<file path="src/rtl/pipeline_pkg.sv">
// pipeline_pkg: fetch entry type and NOP encoding shared by the prefetch unit
// The fault field exists only when FETCH_BUF_ERR_EN is defined.
package pipeline_pkg;
  localparam int PC_W = 32;
  localparam logic [31:0] NOP_INSTR = 32'h0000_0013;
  typedef struct packed {
    logic [PC_W-1:0] pc;
    logic [31:0] instr;
`ifdef FETCH_BUF_ERR_EN
    logic fault;
`endif
  } fetch_entry_t;
endpackage

</file>
<file path="src/rtl/fetch_fifo.sv">
// fetch_fifo: synchronous FIFO of fetch entries with flush and a registered head
module fetch_fifo
  import pipeline_pkg::*;
#(
  parameter int DEPTH = 4,
  localparam int AW = $clog2(DEPTH),
  localparam int CW = AW + 1
) (
  input  logic         clk,
  input  logic         reset,
  input  logic         push,
  input  fetch_entry_t push_data,
  input  logic         pop,
  input  logic         flush,
  output logic [CW-1:0] count,
  output fetch_entry_t head
);
  fetch_entry_t mem [DEPTH];
  logic [AW-1:0] wr_ptr, rd_ptr, rd_nxt;
  logic [CW-1:0] cnt_nxt;
  assign rd_nxt = rd_ptr + AW'(pop);
  assign cnt_nxt = count + CW'(push) - CW'(pop);
  always_ff @(posedge clk)
    if (push) mem[wr_ptr] <= push_data;
  // head only moves while something remains, so pc holds its last value when empty
  always_ff @(posedge clk or negedge reset)
    if (!reset) begin
      wr_ptr <= '0;
      rd_ptr <= '0;
      count <= '0;
      head <= '0;
    end else if (flush) begin
      wr_ptr <= '0;
      rd_ptr <= '0;
      count <= '0;
    end else begin
      wr_ptr <= wr_ptr + AW'(push);
      rd_ptr <= rd_nxt;
      count <= cnt_nxt;
      if (cnt_nxt != '0) head <= (push && wr_ptr == rd_nxt) ? push_data : mem[rd_nxt];
    end
  a_no_overflow: assert property (@(posedge clk) disable iff (!reset) !(push && count == CW'(DEPTH)));
endmodule

</file>
<file path="src/rtl/fetch_buffer.sv">
// fetch_buffer: credit-limited instruction prefetcher with redirect flush and stale-response squash
// Optional FETCH_BUF_ERR_EN adds response error tagging and fetch halt until redirect.
module fetch_buffer
  import pipeline_pkg::*;
#(
  parameter int XLEN = PC_W,
  parameter int DEPTH = 4,
  parameter logic [XLEN-1:0] RESET_PC = '0
) (
  input  logic            clk,
  input  logic            reset,
  input  logic            stall_i,
  input  logic            redirect_i,
  input  logic [XLEN-1:0] redirect_pc_i,
  output logic            imem_req_valid_o,
  input  logic            imem_req_ready_i,
  output logic [XLEN-1:0] imem_req_addr_o,
  input  logic            imem_rsp_valid_i,
  input  logic [31:0]     imem_rsp_data_i,
  output logic            instr_valid_o,
  output logic [31:0]     instr_o,
  output logic [XLEN-1:0] pc_o,
  output logic [XLEN-1:0] pc_plus4_o
`ifdef FETCH_BUF_ERR_EN
  ,
  input  logic            imem_rsp_err_i,
  output logic            instr_fault_o
`endif
);
  localparam int CW = $clog2(DEPTH) + 1;
  logic [XLEN-1:0] fetch_pc, rsp_pc;
  logic [CW-1:0] count, outstanding, discard;
  logic accept, push, pop, halted;
  fetch_entry_t push_data, head;
`ifdef FETCH_BUF_ERR_EN
  always_ff @(posedge clk or negedge reset)
    if (!reset) halted <= 1'b0;
    else if (redirect_i) halted <= 1'b0;
    else if (push && imem_rsp_err_i) halted <= 1'b1;
  assign push_data = '{pc: rsp_pc, instr: imem_rsp_data_i, fault: imem_rsp_err_i};
  assign instr_fault_o = instr_valid_o && head.fault;
`else
  assign halted = 1'b0;
  assign push_data = '{pc: rsp_pc, instr: imem_rsp_data_i};
`endif
  // buffered plus in-flight never exceeds DEPTH, so every response has a slot
  assign imem_req_valid_o = reset && !redirect_i && !halted &&
                            ({1'b0, count} + {1'b0, outstanding} < (CW + 1)'(DEPTH));
  assign imem_req_addr_o = {fetch_pc[XLEN-1:2], 2'b00};
  assign accept = imem_req_valid_o && imem_req_ready_i;
  assign push = imem_rsp_valid_i && discard == '0 && !redirect_i;
  assign pop = instr_valid_o && !stall_i && !redirect_i;
  assign instr_valid_o = count != '0;
  assign instr_o = instr_valid_o ? head.instr : NOP_INSTR;
  assign pc_o = head.pc;
  assign pc_plus4_o = pc_o + XLEN'(4);
  always_ff @(posedge clk or negedge reset)
    if (!reset) begin
      fetch_pc <= RESET_PC;
      rsp_pc <= RESET_PC;
      outstanding <= '0;
      discard <= '0;
    end else if (redirect_i) begin
      fetch_pc <= redirect_pc_i;
      rsp_pc <= redirect_pc_i;
      outstanding <= outstanding - CW'(imem_rsp_valid_i);
      discard <= outstanding - CW'(imem_rsp_valid_i);
    end else begin
      if (accept) fetch_pc <= fetch_pc + XLEN'(4);
      if (push) rsp_pc <= rsp_pc + XLEN'(4);
      outstanding <= outstanding + CW'(accept) - CW'(imem_rsp_valid_i);
      if (imem_rsp_valid_i && discard != '0) discard <= discard - CW'(1);
    end
  fetch_fifo #(.DEPTH(DEPTH)) u_fifo (
    .clk(clk),
    .reset(reset),
    .push(push),
    .push_data(push_data),
    .pop(pop),
    .flush(redirect_i),
    .count(count),
    .head(head)
  );
endmodule
</file>
<file path="config.mk">
export PLATFORM = sky130hd
export DESIGN_NAME = fetch_buffer
export DESIGN_NICKNAME = d
export VERILOG_FILES = /design/src/rtl/pipeline_pkg.sv /design/src/rtl/fetch_fifo.sv /design/src/rtl/fetch_buffer.sv
export SDC_FILE = /design/constraint.sdc
export NUM_CORES = 1
export LEC_CHECK = 0
export ABC_AREA = 1
export BUFFER_PORTS_ARGS = -buffer_cell sky130_fd_sc_hd__clkbuf_2
export CORE_ASPECT_RATIO = 0.8
export CORE_UTILIZATION = 25
export DETAILED_ROUTE_END_ITERATION = 8
export SLEW_MARGIN = 10
export SYNTH_ARGS = -nofsm -noshare
export SYNTH_HDL_FRONTEND = slang
export SYNTH_SLANG_ARGS = --single-unit
</file>
<file path="constraint.sdc">
create_clock -name clk -period 12.5 [get_ports clk]
set_input_delay 2.5 -clock clk [delete_from_list [all_inputs] [get_ports clk]]
set_output_delay 2.5 -clock clk [all_outputs]
set_load 0.1 [all_outputs]
</file>
Yosys cells after proc, flatten, opt, wreduce, memory -nomap -nowiden
Memories as Yosys holds them, arrays and structs flattened. A register that Yosys moved wholly into a read port is not among the register bits.
Index checks and enable logic that the tools add are counted.
Word-level totals
  register bits after elaboration: 77
  memory bits (writable): 256
  bits of input ports: 70
  output and inout port bits: 130
  word-level logic and storage cells: 54
  memories kept: 1
Memory list
  u_fifo.mem: depth 4, bits a word 64, read ports 1, clocked after Yosys merged registers in 1, write ports 1, RTL line fetch_fifo.sv:18  | fetch_entry_t mem [DEPTH];
Cells by class
  add/subtract/negate cells: 12
  order comparisons: 1
  muxes and demuxes: 13
  bitwise gates (word level): 1
  reduce and logical (&&, ||, !) cells: 19
Operators with widths (number)
  2-to-1 mux 32 bit: 5
  adder 32 x 3 -> 32 bit (second input constant): 3
  2-to-1 mux 3 bit: 4
  nonzero test 3 bit: 3
  subtractor 3 x 1 -> 3 bit: 3
  logical AND 1 bit: 8
  adder 3 x 1 -> 3 bit: 2
  nonzero test 2 bit: 3
  adder 2 x 1 -> 2 bit: 2
  adder 3 x 3 -> 4 bit: 1
  less-than comparator 4 x 3 -> 1 bit (second input constant): 1
  2-to-1 mux 2 bit: 2
  logical NOT 1 bit: 3
  logical NOT 3 bit: 1
  subtractor 3 x 1 -> 3 bit (second input constant): 1
  2-to-1 mux 1 bit: 2
  AND reduction 2 bit: 1
  inverter 1 bit: 1

Depth between registers and ports, before layout
  depth after elaboration: 7
  depth in mapped cells: 17
  gate-level depth less buffers: 15

Modules after synthesis
A second synthesis with hierarchy kept.
Unflattened totals
  cells, all modules: 2194
  area total of the unflattened synthesis: 19478.7 µm²
Modules (own cells, without submodules)
  fetch_fifo: times used 1, cells each 1287, area an instance 13715.7 µm², seq. area each 9464.1 µm²
  fetch_buffer: times used 1, cells each 907, area an instance 5763.0 µm², seq. area each 1701.6 µm²

Worst setup path after synthesis
OpenSTA, ideal clock, no wires.
  kind: input to register
  start: in imem_rsp_valid_i
  end: mem u_fifo.mem[2][0] in the netlist's numbering (enable)
  setup time: 0.565 ns
  arrival time: 7.224 ns
  required time: 11.935 ns
  slack: 4.711 ns
  stages: 4
  path buffers: 0
  path through: nand3_2 -> inv_2 -> nand2_4 -> nor3_1
On the way
  longest elaborated chain between the ends: 4
RTL lines
  from (decl): RTL line fetch_buffer.sv:18  | input logic imem_rsp_valid_i,
  logical AND 1 bit (2 in a row): RTL line fetch_buffer.sv:51  | assign push = imem_rsp_valid_i && discard == '0 && !redirect_i;
  2-to-1 mux 1 bit: RTL line fetch_fifo.sv:24  | if (push) mem[wr_ptr] <= push_data;
  2-to-1 mux 1 bit (not written as such): RTL line fetch_fifo.sv:24
  to (decl): RTL line fetch_fifo.sv:18
Every way passes these cells.

Worst setup path after layout
  start: in redirect_i
  end: out imem_req_valid_o
On the way
  longest elaborated chain between the ends: 3
RTL lines
  from (decl): RTL line fetch_buffer.sv:13  | input logic redirect_i,
  logical NOT 1 bit: RTL line fetch_buffer.sv:47  | assign imem_req_valid_o = reset && !redirect_i && !halted &&
  logical AND 1 bit (2 in a row): RTL line fetch_buffer.sv:47
  to (decl): RTL line fetch_buffer.sv:15  | output logic imem_req_valid_o,
Every way passes these cells.

==> flow_summary.ini <==
[outcome]
outcome = complete, no violations

[cts]
cts_tree = yes
cts_buffers = 43
clk_latency_ns = 0.57
clock_path_buffers = 3
cts_hold_buffers = 0
cts-htree-levels = 2
cts_setup_buffers = 0
path_clk_slew_ns = 0.06
ctsRootBufferMaster = clkbuf_16
cts-resized-gates = 0
cts.sinks = 395

[global_routing]
grt.total_usage = 0.143
grt_max_degree = 93
grt_pass1_wl_um = 86100
antenna_found_initial = 4
grt_pass1_vias = 13800
overflow = 0

[logic_synthesis]
yosysSeqAreaShare = 0.578
syn-cell-area_um2 = 19300
synth_cells = 2011
synth.area.mux_share = 0.0332
synth_top_cell_area_share = 0.398
synthSimpleGateAreaFrac = 0.221
ys_ff_latch = 395
synth.cells.most_frequent = 598 x nand2_1, 256 x edfxtp_1, 139 x dfrtp_1, 139 x nor2_1, 137 x nand3_1
ys_types = 42
synth_compound_area_frac = 0.0665
synth.avg_cell_area_um2 = 9.60
synth_edf_count = 256
synthArstFlopShare = 0.352
ys.flop_type = edfxtp_1
synth_area_leader_cell = edfxtp_1
synthAdderAreaFrac = 0.0118
ys_warn_count = 0
synth_top_family_by_area = simple AND/OR/NAND/NOR gates
synthXorXnorAreaFrac = 0.0244
yosysMostFrequentCell = nand2_1
yosys-top-cells-area = edfxtp_1 40%, dfrtp_1 18%, nand2_1 12%

[drt]
via_per_inst = 4.57
drcViolationCount = 0
drtIter0Drc = 1209
first_pass_iters = 6
ant_nets = 0
wl_per_cell_um = 17.9
drt-total-wl_um = 57100
dr_total_vias = 14600

[floorplan]
core_area_um2 = 75900
initial_core_util = 0.254
num_rows = 90
die_h_um = 251
pin_count = 200
dieWidth_um = 313
fp.dieArea_um2 = 78300

[placed_design]
hpwl_um = 36600
io_buffers = 197
gp_congestion = 0.854

[critical_path]
r2r_slack_ns = 7.85
cpPeakStageDelay_ns = 0.52
worstPathRequired_ns = 10.00
path_max_fanout = 52
slowest_stage = clkbuf_2
end_kind = output port
crit_chain = clkbuf_2 > buf_4 > nor2_1 > nand2_1 > nor2_1 > clkbuf_2
crit_arrival_ns = 3.87
cp-start-kind = input pin
critPathKind = in -> out

[cells_and_area]
n_fill_cell = 7938
drive_gt1_frac = 0.156
layout.nets = 2236
area_delta_synth_final_pct = 16.4
ff_latch_area_um2 = 11200
multi_input_area_um2 = 6970

[run]
cap_violations = 0

[power]
power.density_nw_per_um2 = 257
ir_drop_uv = 158
p_leak_nw = 9.11

[hold_path]
min-delay-path-class = reg -> reg

[sta]
fmax_mhz = 157
rsz0062_at_grt = no
slew_headroom = 0.197
slew_violations = 0
fin_crit_ns = 6.37
finalSetupTns_ns = 0
hold_viol = 0
hold_slack_ns = 0.481
setup_viol = 0
worst_pin_slew_ns = 1.20
post-route-period-util = 0.509
fin_skew_ns = 0.0186
cell usage in the layout (no fill, tap or decap), types with 3 or more instances in the layout:
master	netlist	final
nor2_1	139	139
clkbuf_2	1	196
nor4_1	3	3
or2_1	33	33
nand4_1	20	20
edfxtp_1	256	256
nor2_2	3	3
dfrtp_1	139	139
xnor2_1	15	15
clkinvlp_4	0	4
buf_4	46	20
o21ai_0	96	96
nor3_1	30	25
nand2_1	598	598
nand3b_1	3	3
mux2i_1	64	64
inv_1	136	135
nor3_2	0	5
nand3_1	137	137
o21bai_1	6	6
a21oi_1	20	19
clkbuf_16	0	45
ha_1	15	14
or2_2	36	36
clkinv_2	0	7
clkbuf_8	0	9
a31oi_1	5	5
o211ai_1	77	77
clkbuf_1	43	12
inv_2	4	5
xor2_1	35	35
report_power, final:
part	switching (mW)	total (mW)	internal, mW
clock network	0.533	1.25	0.718
registers	0.273	1.86	1.59
logic	2.13	2.66	0.526
flip-flops by register name (all words and copies together) (netlist names):
register	cells
outstanding	3
u_fifo.head	64
u_fifo.rd_ptr	2
u_fifo.wr_ptr	2
u_fifo.mem	256
u_fifo.count	3
rsp_pc	32
fetch_pc	30
discard	3
final timing paths:
check	start	endpoint	cells after the start
min in group asynchronous	reset	fetch_pc[19]	1
max in group asynchronous	reset	u_fifo.head[31]	2
setup / recovery	redirect_i	imem_req_valid_o	6
hold / removal	u_fifo.head[30]	u_fifo.head[30]	2
hold reg to reg	u_fifo.head[30]	u_fifo.head[30]	2
setup reg to reg	discard[0]	u_fifo.head[53]	17
worst max-delay path: cells and delay by family:
| kind | cells | cell delay [ns] |
|---|---|---|
| simple gates | 3 | 0.47 |
| buf+inv | 3 | 0.88 |
kinds of logic after synthesis:
group                    after synthesis
other                                  1
AO/OA/AOI/OAI                        209
flip-flops                           395
buffers and inverters                266
multiplexers                          64
XOR/XNOR                              52
adder cells (fa/ha/maj)               17
AND/OR/NAND/NOR                     1007
routing by layer:
layer | vias to the layer above | GRT usage | part of all wire
li1 | 6997 | - | -
met1 | 7082 | 0.215 | 0.48
met2 | 473 | 0.213 | 0.43
met3 | 50 | 0.0233 | 0.072
met4 | 2 | 0.0282 | 0.013
met5 | - | 0 | 0.00023
metrics by stage:
stage / instance area, um^2 / instances / setup WS, ns / utilization / total power, mW
final: 22500 / 3197 / 6.13 / 0.296 / 5.77
after global placement: 21100 / 3116 / 5.68 / 0.278 / 4.54
after floorplan: 19300 / 2012 / 4.71 / - / 4.02
after global routing: 22500 / 3197 / 5.87 / 0.296 / 6.07
after CTS: 22500 / 3196 / 6.15 / 0.296 / 5.83
after detailed placement: 21100 / 3116 / 5.58 / 0.278 / 4.56
layout make-up:
class	instances	share of cell area
flip-flops and latches	395	0.497
multi-input cells	1351	0.310
clock buffers	66	0.0576
well taps	1012	0.0564
repair buffers	217	0.0509
inverters	141	0.0236
clock inverters	14	0.00434
diodes	1	0.000111
(Power assumes the default switching activity.)
